<file path="config.mk">
export PLATFORM = sky130hd
export DESIGN_NAME = arbitro_escrita
export DESIGN_NICKNAME = d
export VERILOG_FILES = /design/src/rtl/arbitro_escrita.sv
export SDC_FILE = /design/constraint.sdc
export NUM_CORES = 1
export LEC_CHECK = 0
export CAP_MARGIN = 20
export CORE_MARGIN = 8
export CORE_UTILIZATION = 25
export CTS_BUF_LIST = sky130_fd_sc_hd__clkbuf_4
export CTS_CLUSTER_SIZE = 40
export DETAILED_ROUTE_END_ITERATION = 10
export PLACE_DENSITY = 0.65
export SLEW_MARGIN = 20
export SYNTH_ARGS = -nofsm -noshare
export SYNTH_HDL_FRONTEND = slang
export SYNTH_SLANG_ARGS = --single-unit
export TNS_END_PERCENT = 100
</file>
<file path="constraint.sdc">
create_clock -name clock -period 3.04 [get_ports clock]
set_input_delay 0.76 -clock clock [delete_from_list [all_inputs] [get_ports clock]]
set_output_delay 0.76 -clock clock [all_outputs]
set_load 0.02 [all_outputs]
</file>
<file path="src/rtl/arbitro_escrita.sv">
// Round-robin arbiter sharing the register bank write port among NREQ requesters.
// A winner that asks for it may keep the port for a burst of up to MAX_RAJADA writes.
module arbitro_escrita #(
    parameter int NREQ       = 4,
    parameter int DATA_W     = 8,
    parameter int ADDR_W     = 3,
    parameter int MAX_RAJADA = 4
) (
    input  logic                     clock,
    input  logic                     reset,
    input  logic [NREQ-1:0]          req_valid,
    input  logic [NREQ-1:0]          req_rajada,
    input  logic [NREQ*ADDR_W-1:0]   req_end,
    input  logic [NREQ*DATA_W-1:0]   req_dado,
    output logic [NREQ-1:0]          req_pronto,
    output logic [ADDR_W-1:0]        regE,
    output logic [DATA_W-1:0]        EscData,
    output logic                     escrita,
    output logic [2:0]               grant_id,
    output logic                     ocupado
);

    localparam int IDX_W = (NREQ > 1) ? $clog2(NREQ) : 1;
    localparam int CNT_W = 5;

    typedef enum logic {
        LIVRE,
        RAJADA
    } estado_t;

    estado_t            r_estado, w_estado_prox;
    logic [IDX_W-1:0]   r_ptr, w_ptr_prox;
    logic [IDX_W-1:0]   r_dono, w_dono_prox;
    logic [CNT_W-1:0]   r_cnt, w_cnt_prox;
    logic [IDX_W-1:0]   w_idx;
    logic               w_achou;
    logic [ADDR_W-1:0]  w_end;
    logic [DATA_W-1:0]  w_dado;

    function automatic logic [IDX_W-1:0] proximo(input logic [IDX_W-1:0] idx);
        if (int'(idx) == NREQ - 1) return '0;
        else                       return idx + 1'b1;
    endfunction

    // Winner selection: locked owner in RAJADA, otherwise first valid from ptr upward.
    always_comb begin
        // NOTE: every signal gets a default before any branch, so no path can infer a latch.
        int cand;
        cand       = 0;
        w_idx      = r_ptr;
        w_achou    = 1'b0;
        req_pronto = '0;
        if (r_estado == RAJADA) begin
            w_idx   = r_dono;
            w_achou = req_valid[r_dono];
        end else begin
            for (int k = 0; k < NREQ; k++) begin
                cand = (int'(r_ptr) + k) % NREQ;
                if (!w_achou && req_valid[cand]) begin
                    w_achou = 1'b1;
                    w_idx   = IDX_W'(cand);
                end
            end
        end
        if (w_achou) req_pronto[w_idx] = 1'b1;
    end

    // Data mux keyed by the one-hot ready, so no path from data to ready exists.
    always_comb begin
        w_end  = '0;
        w_dado = '0;
        for (int i = 0; i < NREQ; i++) begin
            w_end  = w_end  | (req_end[i*ADDR_W +: ADDR_W] & {ADDR_W{req_pronto[i]}});
            w_dado = w_dado | (req_dado[i*DATA_W +: DATA_W] & {DATA_W{req_pronto[i]}});
        end
    end

    always_comb begin
        w_estado_prox = r_estado;
        w_ptr_prox    = r_ptr;
        w_dono_prox   = r_dono;
        w_cnt_prox    = r_cnt;
        if (r_estado == LIVRE) begin
            if (w_achou) begin
                if (req_rajada[w_idx] && (MAX_RAJADA > 1)) begin
                    w_estado_prox = RAJADA;
                    w_dono_prox   = w_idx;
                    w_cnt_prox    = CNT_W'(1);
                end else begin
                    w_ptr_prox = proximo(w_idx);
                end
            end
        end else begin
            // Owner idle, owner done, or burst cap reached: release the port.
            if (!w_achou || !req_rajada[r_dono] || (int'(r_cnt) + 1 == MAX_RAJADA)) begin
                w_estado_prox = LIVRE;
                w_ptr_prox    = proximo(r_dono);
                w_cnt_prox    = '0;
            end else begin
                w_cnt_prox = r_cnt + 1'b1;
            end
        end
    end

    // NOTE: sequential state uses non-blocking assignments so all registers update together.
    always_ff @(posedge clock or negedge reset) begin
        if (!reset) begin
            r_estado <= LIVRE;
            r_ptr    <= '0;
            r_dono   <= '0;
            r_cnt    <= '0;
        end else begin
            r_estado <= w_estado_prox;
            r_ptr    <= w_ptr_prox;
            r_dono   <= w_dono_prox;
            r_cnt    <= w_cnt_prox;
        end
    end

    always_ff @(posedge clock or negedge reset) begin
        if (!reset) begin
            regE     <= '0;
            EscData  <= '0;
            escrita  <= 1'b0;
            grant_id <= '0;
        end else begin
            escrita <= w_achou;
            if (w_achou) begin
                regE     <= w_end;
                EscData  <= w_dado;
                grant_id <= 3'(w_idx);
            end
        end
    end

    assign ocupado = (r_estado == RAJADA);

endmodule

</file>
==> results.tsv, run 1 <==
stage	metric	value	unit
floorplanning	ios	74	
detailed_routing	routedWlPerCell	16.6	um
sta	setup_viol	0	
layout	mostFrequentLayoutCell	clkdlybuf4s50_1	
sta	finalCriticalPeriod	2950	ps
setup_path	r2r_slack	790	ps
floorplanning	start_util	25.3	%
setup_path	slowest_stage	mux4_2	
pwr	power_density	1040	nW/um^2
synth	synth_area_per_cell	10.2	um^2
layout	nets	319	
detailed_routing	viasPerCell	4.98	
setup_path	start_kind	primary input	
setup_path	critical_path_buf_inv_count	2	
hold_path	hold_path_startpoint	grant_id[1]	
clock_tree	clkSinkCount	24	
global_route	grt_busiest_layer	met2	
global_route	grt_use_total	11.7	%
synth	yosysWarnings	0	
setup_path	end_kind	output port	
synth	ys_async_sr_fraction	100	%
place	dpl.hpwl	4.41	mm
job	drv_cap	0	
outcome	outcome	completed	
setup_path	path_class	in2out	
detailed_routing	ant_nets	0	
synth	syn_inst	164	
setup_path	path_cells	clkbuf_4 > mux4_2 > and2_4 > or2_4 > and2_2 > buf_4	
setup_path	rr_worst_depth	8	
detailed_routing	dr.first_iter.drc_count	42	
clock_tree	htreeDepth	1	
layout	most-common-layout-cells	clkdlybuf4s50_1 (64), buf_4 (33), dfrtp_1 (24)	
place	place.gp.congestion	0.815	
pwr	ir_worst_vdd	0.454	mV
global_route	first_global_vias	1781	
floorplanning	die-area	9600	um^2
place	port-buffer-count	72	
pwr	power	2.83	mW
floorplanning	rows	30	
setup_path	arrival	2190	ps
sta	finalSetupTns	0	ps
floorplanning	fp.coreArea	6640	um^2
clock_tree	clk_latency	320	ps
setup_path	required	2280	ps
pwr	p_leak	1.13	nW
synth	synthesis.nets	223	
hold_path	hold-path-endpoint	grant_id[1]	
global_route	grt_antenna_before_repair	0	
detailed_routing	firstDrtPassIters	4	
sta	hold_viol_final	0	
global_route	grt_util_met3	3.84	%
clock_tree	clk_pin_slew_worst_paths	140	ps
global_route	grt_pass1_wl	9.15	mm
synth	synth_cell_types	51	
setup_path	r2r-end	r_dono[1]	
clock_tree	cts_buffers	3	
detailed_routing	vias	1687	
setup_path	slowest_delay	480	ps
hold_path	min_path_cells	1	
synth	ys_ff_latch	24	
global_route	met2_usage	18.3	%
setup_path	critical_path_peak_fanout	8	
clock_tree	clock_path_buffers	2	
layout	syn2layout_area_growth	62.7	%
clock_tree	cts-root-buf	clkbuf_4	
sta	period_share	97.0	%
detailed_routing	wl	5.63	mm
setup_path	timing.rr.start	r_ptr[1]	
detailed_routing	drc	0	
sta	max_freq	339	MHz
synth	seq_area_frac_synth	35.7	%
clock_tree	hold_buffers	0	
floorplanning	die_y	98.0	um
layout	drive_gt1_share	27.8	%
hold_path	hp-class	reg2reg	
setup_path	cp_top_family	simple AND/OR/NAND/NOR gates	
clock_tree	cts_tree	yes	
layout	fillers	651	
sta	finClkSkew	12.3	ps
sta	drv_slew	0	
global_route	grt-ovfl-total	0	
synth	ys.flop_type	dfrtp_1	
synth	synth_edf_count	0	
global_route	use_met1	15.1	%
layout	fin_util	41.1	%
synth	netlist_area	1680	um^2
floorplanning	chipWidth	98.0	um
layout	antennaDiodeCount	0	
global_route	grt_max_degree	25	
==> worst register-to-register path, cell delays in order, from the launching register on <==
cell	delay (ps)
dfrtp_1	530
nor3_2	220
a2111oi_4	90
buf_4	150
buf_4	140
o311ai_1	370
o211ai_2	220
nand3_2	140
mux2_4	300
==> cell families after synthesis <==
group	share of synthesized area [%]
and+or+nand+nor	13.4
buffers and inverters	5.73
other	0.223
AOI/OAI and AO/OA	33.9
muxes	5.73
DFF	35.7
adders and majority gates	3.72
xor gates and xnor gates	1.56
==> power breakdown <==
part / switching, mW / internal (mW)
combinational: 1.00 / 0.991
clock: 0.105 / 0.133
sequential: 0.128 / 0.473
==> cells in the mapped netlist, types with 2 or more instances <==
| cell type | instances | share of area [%] |
|---|---|---|
| nor4_1 | 2 | 0.74 |
| mux2_4 | 2 | 1.8 |
| nand2b_1 | 4 | 1.5 |
| buf_6 | 3 | 2.0 |
| buf_2 | 2 | 0.60 |
| o21a_1 | 2 | 0.89 |
| nor2_1 | 14 | 3.1 |
| a21oi_1 | 6 | 1.8 |
| xnor2_1 | 3 | 1.6 |
| clkbuf_1 | 6 | 1.3 |
| nand2_1 | 3 | 0.67 |
| o311ai_1 | 2 | 1.0 |
| a22oi_1 | 22 | 9.8 |
| nor2b_1 | 2 | 0.74 |
| ha_1 | 5 | 3.7 |
| a2bb2oi_1 | 2 | 1.0 |
| or2_1 | 2 | 0.74 |
| inv_1 | 5 | 1.1 |
| o211ai_2 | 2 | 1.5 |
| a22o_1 | 3 | 1.6 |
| dfrtp_1 | 24 | 36 |
| and2_1 | 4 | 1.5 |
| nand3_1 | 2 | 0.60 |
| mux4_2 | 2 | 2.7 |
| a31oi_1 | 14 | 5.2 |
==> flip-flops by register name, indices dropped and copies added (netlist names) <==
name / cells
EscData: 8
escrita: 1
grant_id: 2
ocupado: 1
r_cnt: 5
r_dono: 2
r_ptr: 2
regE: 3
==> layout make-up <==
cell class	count	area (um^2)	share of cell area, %
well taps	80	100	3.66
clock inverters	1	30.0	1.10
clock buffers	3	22.5	0.824
inverters	6	22.5	0.824
multi-input cells	122	1030	37.7
flip-flops and latches	24	601	22.0
repair buffers	103	927	33.9
==> routing by layer <==
layer | wire length, um | part of all wire [%]
met1 | 2680 | 48
met2 | 2480 | 44
met3 | 437 | 7.8
met4 | 31 | 0.55
met5 | 0 | 0
==> stage by stage <==
stage / cell area (um^2) / setup WS (ps) / hold WS [ps] / cells
2_1_floorplan: 1690 / 14.9 / 464 / 164
3_3_place_gp: 2640 / -776 / 510 / 332
3_5_place_dp: 2640 / -801 / 516 / 332
4_1_cts: 2730 / 3.80 / 545 / 337
5_1_grt: 2730 / -3.33 / 563 / 339
6_report: 2730 / 90.0 / 548 / 339
==> repair_timing <==
item / 4_1_cts / 5_1_grt
pin swaps: 3 / 4
buffers inserted: 1 / 2
endpoints found under the setup margin: 4 / 4
resized for setup: 42 / 5
==> how the worst max path moves through the flow <==
stage | start | to | slack, ps | cells after the start
finish | req_valid[3] | req_pronto[0] | 90 | 6
global route | r_ptr[1] | req_pronto[1] | -3 | 7
CTS | req_valid[2] | req_pronto[2] | 4 | 9
detailed placement | req_valid[3] | req_pronto[2] | -800 | 9
global placement | req_valid[2] | req_pronto[0] | -780 | 9
floorplan | req_valid[3] | req_pronto[0] | 10 | 8
Power figures use the tool's default switching activity.
==> run 2: changes to the inputs <==
--- a/constraint.sdc
+++ b/constraint.sdc
@@ -3,2 +3,2 @@
 set_output_delay 0.76 -clock clock [all_outputs]
-set_load 0.02 [all_outputs]
+set_load 0.005 [all_outputs]
==> run 2 against run 1 <==
Net effect: non-clock buffer count is 4 lower; critical endpoint is now req_pronto[3]; global-route usage is 0.36 points lower; worst setup slack worse by 36 ps.
==> results.tsv, run 2 (synthesized netlist as in run 1, its figures left out) <==
stage	metric	value	unit	change
global_route	grt_antenna_before_repair	0		unchanged
setup_path	rr_worst_depth	8		unchanged
sta	setup_viol	0		unchanged
detailed_routing	viasPerCell	5.01		was 4.98
global_route	grt_max_degree	25		unchanged
global_route	first_global_vias	1779		was 1781
setup_path	slowest_delay	460	ps	was 480 ps
floorplanning	die_y	98.0	um	unchanged
detailed_routing	firstDrtPassIters	4		unchanged
setup_path	slowest_stage	mux4_2		unchanged
floorplanning	start_util	25.3	%	unchanged
layout	nets	315		was 319
place	place_inst	329		was 332
floorplanning	die-area	9600	um^2	unchanged
detailed_routing	wl	5.52	mm	was 5.63 mm
clock_tree	cts-root-buf	clkbuf_4		unchanged
clock_tree	clk_pin_slew_worst_paths	130	ps	was 140 ps
layout	antennaDiodeCount	0		unchanged
floorplanning	rows	30		unchanged
outcome	outcome	completed		unchanged
clock_tree	cts_buffers	3		unchanged
clock_tree	cts_tree	yes		unchanged
clock_tree	hold_buffers	0		unchanged
pwr	p_sw_share	41.3	%	was 43.6%
layout	largest_register	EscData		unchanged
setup_path	critical_path_peak_fanout	7		was 8
detailed_routing	drc	0		unchanged
detailed_routing	routedWlPerCell	16.5	um	was 16.6 um
clock_tree	clk_latency	310	ps	was 320 ps
floorplanning	fp.coreArea	6640	um^2	unchanged
setup_path	path_cells	clkdlybuf4s15_2 > mux4_2 > and2_4 > or2_4 > and2_4 > clkdlybuf4s15_1		was clkbuf_4 > mux4_2 > and2_4 > or2_4 > and2_2 > buf_4
pwr	clkPwrFrac	5.6	%	was 8.4%
place	dpl.hpwl	4.35	mm	was 4.41 mm
pwr	comb_power_share	71.3	%	was 70.4%
sta	finClkSkew	3.05	ps	was 12.3 ps
setup_path	arrival	2230	ps	was 2190 ps
sta	fin_ws	54.0	ps	was 90.0 ps
place	port-buffer-count	72		unchanged
setup_path	cp_common_cell	and2_4		
layout	layout.cells.non_filler	335		was 339
global_route	grt-ovfl-total	0		unchanged
place	place.gp.congestion	0.810		was 0.815
pwr	power	2.56	mW	was 2.83 mW
global_route	grt_pass1_wl	8.98	mm	was 9.15 mm
floorplanning	chipWidth	98.0	um	unchanged
setup_path	start_kind	primary input		unchanged
layout	drive_gt1_share	25.9	%	was 27.8%
detailed_routing	ant_nets	0		unchanged
place	dpl_cell_area	2620	um^2	was 2640 um^2
layout	fin_util	40.2	%	was 41.1%
layout	mostFrequentLayoutCell	clkdlybuf4s50_1		unchanged
pwr	ir_worst_vdd	0.518	mV	was 0.454 mV
hold_path	min_path_cells	1		unchanged
global_route	grt_use_total	11.3	%	was 11.7%
sta	finalSetupTns	0	ps	unchanged
detailed_routing	vias	1680		was 1687
layout	syn2layout_area_growth	59.1	%	was 62.7%
sta	rsz0062_at_grt	yes		
clock_tree	clock_path_buffers	2		unchanged
place	place_ws	-750	ps	was -801 ps
floorplanning	ios	74		unchanged
setup_path	path_class	in2out		unchanged
sta	period_share	98.2	%	was 97.0%
pwr	internal-power	1.50	mW	was 1.60 mW
layout	largest_register_ffs	8		unchanged
job	drv_cap	0		unchanged
setup_path	end_kind	output port		unchanged
pwr	p_leak	1.09	nW	was 1.13 nW
sta	holdWs	516	ps	was 548 ps
clock_tree	clkSinkCount	24		unchanged
layout	most-common-layout-cells	clkdlybuf4s50_1 (64), buf_4 (27), dfrtp_1 (23)		was clkdlybuf4s50_1 (64), buf_4 (33), dfrtp_1 (24)
setup_path	required	2280	ps	about the same
layout	stdcell_area	2670	um^2	was 2730 um^2
sta	finalCriticalPeriod	2990	ps	was 2950 ps
hold_path	hp-class	reg2reg		unchanged
sta	drv_slew	0		unchanged
clock_tree	htreeDepth	1		unchanged
pwr	power_density	956	nW/um^2	was 1040 nW/um^2
layout	largestRegisters	EscData x8, r_cnt x5, regE x3		unchanged
detailed_routing	dr.first_iter.drc_count	134		was 42
pwr	power_switching	1.05	mW	was 1.24 mW
sta	max_freq	335	MHz	was 339 MHz
pwr	seqPwrFrac	23.1	%	was 21.2%
sta	hold_viol_final	0		unchanged
-- run 2: changes by cell type in the layout (fill, tap and decap cells not counted), sizes merged --
cell           previous run  this run
buf                      38        30
bufinv                    1         0
clkbuf                    4         6
clkdlybuf4s15             0         2
clkinv                    0         1
-- run 2: final timing paths --
path                                  to          from  slack, ps
min reg2reg                  grant_id[1]   grant_id[1]        520
max reg2reg                    r_dono[1]      r_ptr[1]        670
max in group asynchronous       r_ptr[1]         reset       1980
min in group asynchronous     EscData[4]         reset        800
min                          grant_id[1]   grant_id[1]        520
max                        req_pronto[3]  req_valid[1]         50
-- run 2: layer usage --
layer / share of wire [%] / track usage [%]
met5: 0 / 0
met1: 43 / 13.2
met4: 0.25 / 1.44
met3: 3.3 / 2.56
met2: 53 / 20.9
-- run 2: layout make-up --
class | count | area, um^2
clock inverters | 1 | 3.75
well taps | 80 | 100
repair buffers | 99 | 895
fillers | 672 | 3970
clock buffers | 3 | 22.5
inverters | 6 | 22.5
flip-flops and latches | 24 | 602
multi-input cells | 122 | 1030
-- run 2: worst max-delay path: cells and delay by family --
kind | cells | cell delay [ps]
buffers and inverters | 2 | 400
muxes | 1 | 460
and+or+nand+nor | 3 | 610
-- run 2: power by group through the flow --
stage	clock, mW	combinational, mW	sequential [mW]
finish	0.142	1.82	0.592
CTS	0.152	1.82	0.591
detailed placement	0	1.78	0.593
global placement	0	1.77	0.586
global route	0.166	2.00	0.610
floorplan	0	1.03	0.576
-- run 2: repair_timing --
action | in CTS | in global routing
resized for setup | 31 | 8
pin swaps | 5 | 2
hold endpoints to repair | 0 | 0
setup buffers | 1 | 1
endpoints found under the setup margin | 4 | 3
==> run 3: changes to the inputs <==
CORE_ASPECT_RATIO = 0.5   (was default)
==> run 3 against run 2 <==
Net effect: wire length increased by 5.6%; via count rose by 2.6%; utilization increased by 0.75 points; largest power group unchanged; sequential power up 3.9%; critical path type unchanged; critical endpoint is now req_pronto[1]; clock power increased by 4%; combinational power barely moved.
==> results.tsv, run 3 (synthesized netlist as in run 1, its figures left out) <==
stage	metric	value	unit	change
layout	antennaDiodeCount	0		unchanged
clock_tree	clk_pin_slew_worst_paths	130	ps	about the same
place	place.gp.congestion	0.872		was 0.810
floorplanning	chipWidth	132	um	was 98.0 um
pwr	power_density	953	nW/um^2	was 956 nW/um^2
clock_tree	clock_path_buffers	2		unchanged
place	dpl.hpwl	4.46	mm	was 4.35 mm
sta	max_freq	338	MHz	was 335 MHz
setup_path	slowest_stage	o31a_4		was mux4_2
layout	mostFrequentLayoutCell	clkdlybuf4s50_1		unchanged
floorplanning	die_y	74.0	um	was 98.0 um
detailed_routing	ant_nets	0		unchanged
clock_tree	cts_tree	yes		unchanged
sta	setup_viol	0		unchanged
setup_path	slowest_delay	340	ps	was 460 ps
detailed_routing	drc	0		unchanged
setup_path	arrival	2200	ps	was 2230 ps
setup_path	critical_path_peak_fanout	6		was 7
global_route	grt_antenna_before_repair	0		unchanged
sta	finalCriticalPeriod	2960	ps	was 2990 ps
global_route	grt_max_degree	25		unchanged
job	drv_cap	0		unchanged
sta	finClkSkew	1.89	ps	was 3.05 ps
clock_tree	clkSinkCount	24		unchanged
layout	drive_gt1_share	25.5	%	was 25.9%
setup_path	start_kind	primary input		unchanged
place	port-buffer-count	72		unchanged
layout	most-common-layout-cells	clkdlybuf4s50_1 (64), buf_4 (28), dfrtp_1 (23)		was clkdlybuf4s50_1 (64), buf_4 (27), dfrtp_1 (23)
pwr	ir_worst_vdd	0.270	mV	was 0.518 mV
detailed_routing	routedWlPerCell	16.8	um	was 16.5 um
global_route	grt-ovfl-total	0		unchanged
floorplanning	die-area	9760	um^2	was 9600 um^2
hold_path	hp-class	reg2reg		unchanged
layout	largestRegisters	EscData x8, r_cnt x5, regE x3		unchanged
global_route	first_global_vias	1801		was 1779
setup_path	path_class	in2out		unchanged
layout	largest_register_ffs	8		unchanged
clock_tree	htreeDepth	1		unchanged
pwr	power	2.58	mW	was 2.56 mW
clock_tree	cts_buffers	3		unchanged
detailed_routing	vias	1724		was 1680
layout	fin_util	41.0	%	was 40.2%
detailed_routing	wl	5.82	mm	was 5.52 mm
clock_tree	cts-root-buf	clkbuf_4		unchanged
layout	nets	315		unchanged
sta	hold_viol_final	0		unchanged
setup_path	path_cells	buf_4 > buf_4 > o21a_1 > o31a_4 > buf_4 > inv_4 > ha_1 > and2_1 > clkbuf_2		was clkdlybuf4s15_2 > mux4_2 > and2_4 > or2_4 > and2_4 > clkdlybuf4s15_1
sta	period_share	97.4	%	was 98.2%
pwr	p_leak	1.10	nW	was 1.09 nW
detailed_routing	dr.first_iter.drc_count	57		was 134
sta	finalSetupTns	0	ps	unchanged
sta	drv_slew	0		unchanged
floorplanning	start_util	25.5	%	was 25.3%
setup_path	r2r_slack	790	ps	was 670 ps
outcome	outcome	completed		unchanged
detailed_routing	viasPerCell	4.97		was 5.01
global_route	grt_use_total	11.6	%	was 11.3%
detailed_routing	firstDrtPassIters	4		unchanged
layout	syn2layout_area_growth	60.9	%	was 59.1%
floorplanning	rows	21		was 30
floorplanning	fp.coreArea	6600	um^2	was 6640 um^2
setup_path	required	2280	ps	about the same
global_route	grt_pass1_wl	9.32	mm	was 8.98 mm
sta	rsz0062_at_grt	no		was yes
clock_tree	clk_latency	320	ps	was 310 ps
setup_path	end_kind	output port		unchanged
setup_path	cp_common_cell	buf_4		was and2_4
layout	largest_register	EscData		unchanged
floorplanning	ios	74		unchanged
-- run 3: cell count changes in the layout (fill, tap and decap cells not counted), moves of 2 or more --
cell   previous run  this run
ha_1              2         4
ha_2              2         0
inv_2             2         0
inv_4             0         2
-- run 3: critical path, delay by kind of cell --
kind	cells	cell delay, ps
buffers and inverters	5	610
AND/OR/NAND/NOR	1	120
AO/OA/AOI/OAI	2	550
adder cells (fa/ha/maj)	1	150
-- run 3: area by class of cell --
type | count | area [um^2]
Sequential cell | 24 | 602
Clock inverter | 1 | 3.75
Inverter | 6 | 27.5
Clock buffer | 3 | 22.5
Timing Repair Buffer | 99 | 892
Multi-Input combinational cell | 122 | 1040
Tap cell | 92 | 115
Fill cell | 621 | 3890
-- run 3: per-layer routing --
| metal | up-vias | share of wire (%) | GRT usage (%) |
|---|---|---|---|
| met5 | - | 0 | 0 |
| met4 | 0 | 0.39 | 1.89 |
| met3 | 2 | 5.6 | 2.63 |
| met2 | 50 | 53 | 22.9 |
| met1 | 852 | 41 | 12.9 |
| li1 | 820 | - | - |
-- run 3: report_power, final --
part           total, mW  switching [mW]  internal [mW]
Clock              0.147          0.0988         0.0481
Combinational       1.82           0.859          0.957
Sequential         0.615           0.141          0.474
-- run 3: timing repair --
action                                  CTS  global route
setup buffers                             3             0
resized for setup                        35             9
pin swaps                                 5             1
hold buffers                              0             0
endpoints found under the setup margin    4             4
-- run 3: worst paths after layout --
kind | cells past startpoint | startpoint | end
min | 1 | grant_id[1] | grant_id[1]
max reg2reg | 8 | r_ptr[1] | r_dono[1]
max | 9 | req_valid[3] | req_pronto[1]
min reg2reg | 1 | grant_id[1] | grant_id[1]
max in group asynchronous | 2 | reset | r_ptr[1]
min in group asynchronous | 2 | reset | escrita
-- run 3: per-stage QoR --
| stage | worst slack, ps | hold WS (ps) | instances | cell area [um^2] |
|---|---|---|---|---|
| after CTS | 2.11 | 516 | 347 | 2710 |
| after detailed placement | -688 | 482 | 340 | 2620 |
| final | 78.3 | 515 | 347 | 2700 |
| after global routing | 17.1 | 544 | 347 | 2700 |
| after global placement | -615 | 472 | 340 | 2620 |
| after floorplan | 15.2 | 464 | 164 | 1680 |
